[config.mk]
export PLATFORM = sky130hd
export DESIGN_NAME = clock_divider
export DESIGN_NICKNAME = d
export VERILOG_FILES = /design/src/rtl/clock_divider.sv
export SDC_FILE = /design/constraint.sdc
export NUM_CORES = 1
export LEC_CHECK = 0
export ABC_AREA = 1
export CAP_MARGIN = 0
export CORE_AREA = 2 2 39 41
export DETAILED_ROUTE_END_ITERATION = 7
export DIE_AREA = 0 0 41 43
export GPL_ROUTABILITY_DRIVEN = 0
export PLACE_DENSITY = 0.46
export SETUP_SLACK_MARGIN = 0.05
export SYNTH_ARGS = -nofsm -noshare
export SYNTH_HDL_FRONTEND = slang
export SYNTH_SLANG_ARGS = --single-unit
[constraint.sdc]
create_clock -name clk -period 2.64 [get_ports clk]
set_clock_uncertainty 0.1 [all_clocks]
set_input_delay 0.528 -clock clk [delete_from_list [all_inputs] [get_ports clk]]
set_output_delay 0.528 -clock clk [all_outputs]
set_load 0.01 [all_outputs]
[src/rtl/clock_divider.sv]
`default_nettype none
// ============================================================================
//  Module   : clock_divider
//  Purpose  : Free-running divider producing three 50%-duty derived clocks
//             from one input clock: divide-by-2, divide-by-3 and a
//             parameterised divide-by-DIV_N. All three outputs rise together
//             on the first counted rising edge after reset release.
//
//  Ports    : clk   in   input clock; rising edges are the counting
//                        reference, falling edges are used only to stretch
//                        odd-ratio outputs by half a period
//             nrst  in   asynchronous reset, active HIGH (nrst=1 resets)
//             out2  out  clk / 2, 50% duty
//             out3  out  clk / 3, 50% duty (high 1.5 clk periods)
//             outn  out  clk / DIV_N, 50% duty
//
//  Params   : DIV_N  divide ratio of outn, legal range 2..255
//             CNT_W  counter width, derived from DIV_N (do not override)
//
//  Revision : 1.0  initial release
// ============================================================================
module clock_divider #(
    parameter int DIV_N = 5,
    parameter int CNT_W = $clog2(DIV_N)
) (
    input  logic clk,
    input  logic nrst,
    output logic out2,
    output logic out3,
    output logic outn
);

    // ------------------------------------------------------------------------
    // Elaboration-time parameter checks
    // ------------------------------------------------------------------------
    generate
        if (DIV_N < 2 || DIV_N > 255) begin : g_bad_div_n
            $error("clock_divider: DIV_N=%0d outside legal range 2..255", DIV_N);
        end
        if (CNT_W != $clog2(DIV_N)) begin : g_bad_cnt_w
            $error("clock_divider: CNT_W must equal $clog2(DIV_N)");
        end
    endgenerate

    // ------------------------------------------------------------------------
    // Constants
    // ------------------------------------------------------------------------
    // The rising-edge flop of a divider is high for DIV_N/2 whole periods.
    // For even ratios that is exactly half the period. For odd ratios it is
    // (DIV_N-1)/2 periods, and the falling-edge copy adds the missing half.
    localparam logic [CNT_W-1:0] c_cntn_last = CNT_W'(DIV_N - 1);
    localparam logic [CNT_W-1:0] c_cntn_high = CNT_W'(DIV_N / 2);
    localparam logic [1:0]       c_cnt3_last = 2'd2;

    // ------------------------------------------------------------------------
    // Divide-by-2: a plain toggle flop
    // ------------------------------------------------------------------------
    logic r_out2;

    always_ff @(posedge clk or posedge nrst) begin
        if (nrst) begin
            r_out2 <= 1'b0;
        end else begin
            r_out2 <= ~r_out2;
        end
    end

    assign out2 = r_out2;

    // ------------------------------------------------------------------------
    // Divide-by-3
    //
    // r_cnt3 holds (k-1) mod 3 just before counted edge k, so sampling
    // "count == 0" into r_out3_pos makes it high for the period that starts
    // at every edge k = 1 mod 3. r_out3_neg repeats that pulse half a period
    // later; their OR is high for 1.5 periods. The two flops switch on
    // opposite clock edges, so the OR inputs never change together and the
    // output cannot glitch.
    // ------------------------------------------------------------------------
    logic [1:0] r_cnt3;
    logic       r_out3_pos;
    logic       r_out3_neg;

    always_ff @(posedge clk or posedge nrst) begin
        if (nrst) begin
            r_cnt3     <= 2'd0;
            r_out3_pos <= 1'b0;
        end else begin
            r_cnt3     <= (r_cnt3 == c_cnt3_last) ? 2'd0 : r_cnt3 + 2'd1;
            r_out3_pos <= (r_cnt3 == 2'd0);
        end
    end

    always_ff @(negedge clk or posedge nrst) begin
        if (nrst) begin
            r_out3_neg <= 1'b0;
        end else begin
            r_out3_neg <= r_out3_pos;
        end
    end

    assign out3 = r_out3_pos | r_out3_neg;

    // ------------------------------------------------------------------------
    // Divide-by-DIV_N
    //
    // r_cntn holds (k-1) mod DIV_N just before counted edge k. The decode of
    // the counter only feeds a flop; the output is always taken from flops.
    // ------------------------------------------------------------------------
    logic [CNT_W-1:0] r_cntn;
    logic             r_outn_pos;

    always_ff @(posedge clk or posedge nrst) begin
        if (nrst) begin
            r_cntn     <= '0;
            r_outn_pos <= 1'b0;
        end else begin
            r_cntn     <= (r_cntn == c_cntn_last) ? '0 : r_cntn + CNT_W'(1);
            r_outn_pos <= (r_cntn < c_cntn_high);
        end
    end

    generate
        if ((DIV_N % 2) == 0) begin : g_outn_even
            // Even ratio: rising-edge flop alone is already 50% duty.
            assign outn = r_outn_pos;
        end else begin : g_outn_odd
            // Odd ratio: stretch by half a period with a falling-edge copy,
            // combined the same glitch-free way as the divide-by-3 path.
            logic r_outn_neg;

            always_ff @(negedge clk or posedge nrst) begin
                if (nrst) begin
                    r_outn_neg <= 1'b0;
                end else begin
                    r_outn_neg <= r_outn_pos;
                end
            end

            assign outn = r_outn_pos | r_outn_neg;
        end
    endgenerate

endmodule
`default_nettype wire

==> metrics, run 1 <==
Crit Path Category=flop to primary output; Worst Tran Pin Value=0.172 ns; Core Util, Final=29.5%; Slew Limit Fails=0; Worst-Skew Late Latency=0.25 ns; Avg Cell Area, Syn=11.6 µm²; RR Endpoint=r_out3_neg; crit path from=g_outn_odd.r_outn_neg; nets=42; GR Util met2=11.9%; Finish-stage setup viols=2; Cells after DPL=49; core area=1380 µm²; layout cells sized above 1=16.2%; Reg2Reg Depth=0; first-pass GRT wire length=855 µm; Setup crit end=outn; CTS HTree Levels=1; Cell Area, Synth=324 µm²; detailed placement HPWL=365 µm; Antenna Nets Post-Route=0; Synth-to-Final Area Change=25.9%; setup tns final=-0.409 ns; DRC=0; Crit path required time=2.01 ns; detailed router's first-iteration violation count=5; vias=191; setup ws final=-0.206 ns; HP Class=flop to flop; Ports=5; Port Buf Inserts=4; global routing's busiest layer=met2; clock sinks=9; Critical R2R Launch=r_cnt3[0]; met1 Track Usage GR=7.67%; synth unique cells=9; Mapped Nets=32; r2r setup slk=0.66 ns; RSZ-0062 raised after global routing=yes; DR vias/cell=3.60; Synth top area share=54.1%; Inserted Diodes=0; Clk Tree Root Cell=clkbuf_4; initial antenna violation count=0; hold path start=r_cnt3[1]; GRT Resource Usage Total=7.72%; failing checks=negative setup slack; Peak supply drop=0.214 mV; Power, Total=0.000243 W; DIE HEIGHT=43 µm; Post-Synthesis Cells=28; placed cell areas=392 µm²; vias in the first global route=223; WL/cell=8.89 µm; Row Count=14; leading area contributor after synthesis=dfrtp_1; Clock transition at path regs=0.06 ns; final hold vios=0; CP Data Arrival Time=2.22 ns; CTS tree=built; Non-Filler Instances=53; Max-slew headroom=88.5%; Pwr Density=597 nW/µm²; largest net degree at the start of global routing=6; status=finished with violations; clock buffer depth=2; top cells by area, synth=dfrtp_1 54%, dfrtn_1 15%, ha_1 7.7%; Starting Density=23.4%; Critical Path Sink Type=primary output; drt pass-1 iters=2; synth warn=0; die area=1760 µm²; startpoint types=flop; sequential area share after synthesis=69.5%; worst-path fanout max=1; CTS buffer count=3; #FFs+latches synth=9; met3 Use GR=3.14%; Die Wd=41 µm; Pleak=0.232 nW; post-layout instance area=408 µm²; global route overflow=0; drt total wl=471 µm; Max Cap Viol=0; Post-CTS Hold Buffers=0
-- cell usage in the layout, fill, tap and decap left out --
master           n
ha_1             2
clkbuf_1         1
or2_1            2
dfrtn_1          2
a21oi_1          1
dfrtp_1          7
clkdlybuf4s50_1  2
buf_4            1
buf_2            2
inv_1            6
nand2_1          3
nor2_1           4
clkbuf_4         3
a21boi_0         1
-- through the flow --
step	setup WS [ns]	hold slack, ns
floorplan	0.141	0.256
global placement	-0.294	0.304
detailed placement	-0.295	0.319
CTS	-0.215	0.326
global route	-0.267	0.336
finish	-0.206	0.321
-- worst max-delay path, cell delays in order, from the launching register on --
cell and delay, ns:
dfrtn_1 0.31, or2_1 0.19, buf_2 0.13
-- worst min path at each step --
stage                     end  cells after the start
floorplan                out2                      1
global route        r_cnt3[0]                      1
CTS                 r_cnt3[0]                      1
finish              r_cnt3[0]                      1
detailed placement  r_cnt3[0]                      1
global placement         out2                      1
-- layout make-up --
type / count / area (µm²)
fillers: 146 / 976
flip-flops and latches: 9 / 225
multi-input cells: 13 / 76.3
repair buffers: 5 / 37.5
clock buffers: 4 / 26.3
inverters: 6 / 22.5
well taps: 16 / 20.0
-- per-layer routing --
metal / up-vias / part of all wire, %
met1: 88 / 43
met5: - / 0
met4: 0 / 0
li1: 98 / -
met3: 0 / 7.6
met2: 5 / 49
-- synthesized netlist by cell type, drive strengths merged --
master,number
a21boi,1
ha,2
nand2,3
a21oi,1
inv,6
nor2,4
or2,2
dfrtn,2
dfrtp,7
-- cells by family (layout without fill, tap and decap cells) --
kind of cell             after synthesis  count (layout)  share of synthesized area [%]
flip-flops                             9               9                           69.5
AND/OR/NAND/NOR                        9               9                           12.0
buffers and inverters                  6              15                           6.95
adder cells (fa/ha/maj)                2               2                           7.72
AO/OA/AOI/OAI                          2               2                           3.86
-- registers in the layout, indices dropped and copies added (netlist names) --
name / cells
g_outn_odd.r_outn_neg: 1
out2: 1
r_outn_pos: 1
r_out3_neg: 1
r_cnt3: 2
r_cntn: 3
-- power breakdown --
group	switching [W]	internal [W]	total, W	leakage, nW
combinational	0.00000289	0.00000234	0.00000523	0.104
sequential	0	0.000138	0.000138	0.113
clock	0.0000421	0.0000579	0.000100	0.0150
-- what timing repair did --
action | in CTS | in global routing
gates resized for setup | 8 | 0
pin swaps | 2 | 0
cloned | 0 | 0
setup endpoints to repair | 2 | 2
setup buffers | 0 | 0
(Power assumes the default switching activity.)
==> inputs of run 2 (changes only) <==
--- a/config.mk
+++ b/config.mk
@@ -5,7 +5,6 @@
 export SDC_FILE = /design/constraint.sdc
 export NUM_CORES = 1
 export LEC_CHECK = 0
-export ABC_AREA = 1
 export CAP_MARGIN = 0
 export CORE_AREA = 2 2 39 41
 export DETAILED_ROUTE_END_ITERATION = 7
==> metrics, run 2 <==
status=finished with violations; failing checks=negative setup slack; CP peak stage delay=0.32 ns (about the same); Non-Filler Instances=49 (-7.5%); Clock transition at path regs=0.06 ns (about the same); Power, Total=0.000247 W (+1.3%); clock sinks=9 (unchanged); Comb pwr share=2.1% (about the same); number of enable flip-flop cells after synthesis=0 (unchanged); global route overflow=0 (unchanged); CP Data Arrival Time=2.24 ns (+0.02 ns); Crit path required time=2.01 ns (about the same); Starting Density=23.3% (-0.090 points); CTS buffer count=3 (unchanged); Pwr Density=581 nW/µm² (-2.6%); nets=38 (-9.5%); worst-path fanout max=1 (unchanged); initial antenna violation count=0 (unchanged); Clk Tree Root Cell=clkbuf_4; Crit Path Category=flop to primary output; Peak supply drop=0.222 mV (+3.7%); Synth-to-Final Area Change=31.4%; switching part of the total=19.5% (+0.99 points); first-pass GRT wire length=779 µm (-8.9%); clock buffer depth=2 (unchanged); asr flop ratio synth=100% (unchanged); WL/cell=9.18 µm (+3.3%); DRC=0 (unchanged); P_sw=0.0000481 W (+6.7%); detailed router's first-iteration violation count=2 (-3); Inserted Diodes=0 (unchanged); Synth top area share=54.3% (+0.21 points); Antenna Nets Post-Route=0 (unchanged); final hold vios=0 (unchanged); Finish-stage setup viols=2 (unchanged); most frequent cells in the layout=7 x dfrtp_1, 4 x inv_1, 3 x nor2_1, 3 x clkbuf_4; vias=190 (-0.52%); #FFs+latches synth=9 (unchanged); Max Cap Viol=0 (unchanged); drt total wl=450 µm (-4.5%); Post-CTS Hold Buffers=0 (unchanged); DIE HEIGHT=43 µm (unchanged); Critical Path Sink Type=primary output; Avg Cell Area, Syn=13.5 µm² (+16%); Slowest cell on crit path=dfrtn_1; setup ws final=-0.231 ns (-0.0242 ns); synth unique cells=10 (+1); global routing's busiest layer=met2; DP Worst Slack=-0.363 ns (-0.0681 ns); met1 Track Usage GR=7.62% (-0.051 points); met3 Use GR=4.71% (+1.6 points); CTS HTree Levels=1 (unchanged); most common cell after layout, fill and taps aside=dfrtp_1; core area=1380 µm² (unchanged); leading area contributor after synthesis=dfrtp_1; synth warn=0 (unchanged); Buf/Inv on CP=1 (unchanged); Ports=5 (unchanged); top cells by count, synth=7 x dfrtp_1, 4 x inv_1, 3 x nor2_1; sequential area share after synthesis=69.8% (+0.27 points); Die Wd=41 µm (unchanged); Max-slew headroom=88.1% (-0.39 points); Pleak=0.219 nW (-5.5%); Synth Flop Type=dfrtp_1; GRT Resource Usage Total=7.40% (-0.32 points); layout cells sized above 1=27.3% (+11 points); worst-path cell chain=or2_4 -> buf_6; Pint=0.000198 W (about the same); Row Count=14 (unchanged); Most flops, register=r_cntn; Post-Synthesis Cells=24 (-14%); top cells by area, synth=dfrtp_1 54%, dfrtn_1 16%, ha_1 7.8%; CTS tree=built; HP Class=flop to flop; Worst Tran Pin Value=0.178 ns (+0.00580 ns); drt pass-1 iters=2 (unchanged); clock share of power=41.9% (+0.8 points); delay-heaviest family, CP=flip-flops; GR Util met2=9.06% (-2.8 points); top-count cell post-synth=dfrtp_1; Cell Area, Synth=323 µm² (-0.39%); max reg flops=3 (unchanged); die area=1760 µm² (unchanged); hold_ws=0.314 ns (-0.00681 ns); Mapped Nets=28 (-13%); Port Buf Inserts=4 (unchanged); Top Registers=r_cntn: 3 flops, r_cnt3: 2 flops; largest net degree at the start of global routing=6 (unchanged); startpoint types=flop; Cells after DPL=45 (-8.2%); Reg power frac=56.0% (-0.8 points); vias in the first global route=198 (-11%); RSZ-0062 raised after global routing=yes; Worst-Skew Late Latency=0.25 ns (about the same); detailed placement HPWL=337 µm (-7.6%); Slew Limit Fails=0 (unchanged); DR vias/cell=3.88 (+7.6%)
run 2: changes by cell type in the layout (fill, tap and decap cells not counted):
cell | before | now
or2_4 | 0 | 2
or2_1 | 2 | 0
buf_6 | 0 | 2
buf_2 | 2 | 0
nor2b_1 | 0 | 1
nand2_1 | 3 | 0
nor2_1 | 4 | 3
inv_1 | 6 | 4
mux2_4 | 0 | 1
run 2: worst paths after layout:
check                                 from          to  slack, ns  cells past startpoint
worst max-delay path            r_out3_neg        out3      -0.23                      2
worst min-delay path                  out2        out2       0.31                      1
worst max register to register   r_cnt3[0]  r_out3_neg       0.67                      0
worst min register to register        out2        out2       0.31                      1
max in group asynchronous             nrst  r_out3_neg       0.68                      2
min in group asynchronous             nrst   r_cnt3[0]       0.37                      2
run 2: cell type report:
| class | instances | area, µm² |
|---|---|---|
| flip-flops and latches | 9 | 225 |
| fillers | 151 | 960 |
| clock buffers | 4 | 26.3 |
| repair buffers | 5 | 50.0 |
| multi-input cells | 11 | 87.6 |
| well taps | 16 | 20.0 |
| inverters | 4 | 15.0 |
run 2: power by group through the flow:
| stage | Clock [W] | Sequential, W | Combinational (W) |
|---|---|---|---|
| floorplan | 0 | 0.000141 | 0.00000214 |
| global placement | 0 | 0.000141 | 0.00000516 |
| detailed placement | 0 | 0.000141 | 0.00000546 |
| CTS | 0.000109 | 0.000138 | 0.00000554 |
| global route | 0.000116 | 0.000138 | 0.00000618 |
| finish | 0.000103 | 0.000138 | 0.00000524 |
run 2: cells by family (layout without fill, tap and decap cells):
group	Yosys count	after routing	synth area share (%)
AO/OA/AOI/OAI	2	2	3.88
adder cells (fa/ha/maj)	2	2	7.75
buffers and inverters	4	13	4.65
flip-flops	9	9	69.8
multiplexers	1	1	4.65
AND/OR/NAND/NOR	6	6	9.30
run 2: metrics by stage:
stage	utilization, %	setup TNS (ns)	cell area [µm²]
after floorplan	-	0	323
after global placement	28.2	-0.725	390
after detailed placement	28.2	-0.725	390
after CTS	30.7	-0.474	424
after global routing	30.7	-0.524	424
final	30.7	-0.456	424
run 2: layer usage:
layer / routed length (µm) / share of wire (%) / up-vias
met3: 33 / 7.3 / 0
li1: - / - / 90
met2: 231 / 51 / 5
met4: 0 / 0 / 0
met1: 185 / 41 / 95
met5: 0 / 0 / -
run 2: repair_timing:
item,in CTS,in global routing
endpoints found under the setup margin,2,2
gates resized for setup,12,0
buffers inserted,0,0
hold endpoints to repair,0,0
pin swaps,2,0
gates cloned,0,0
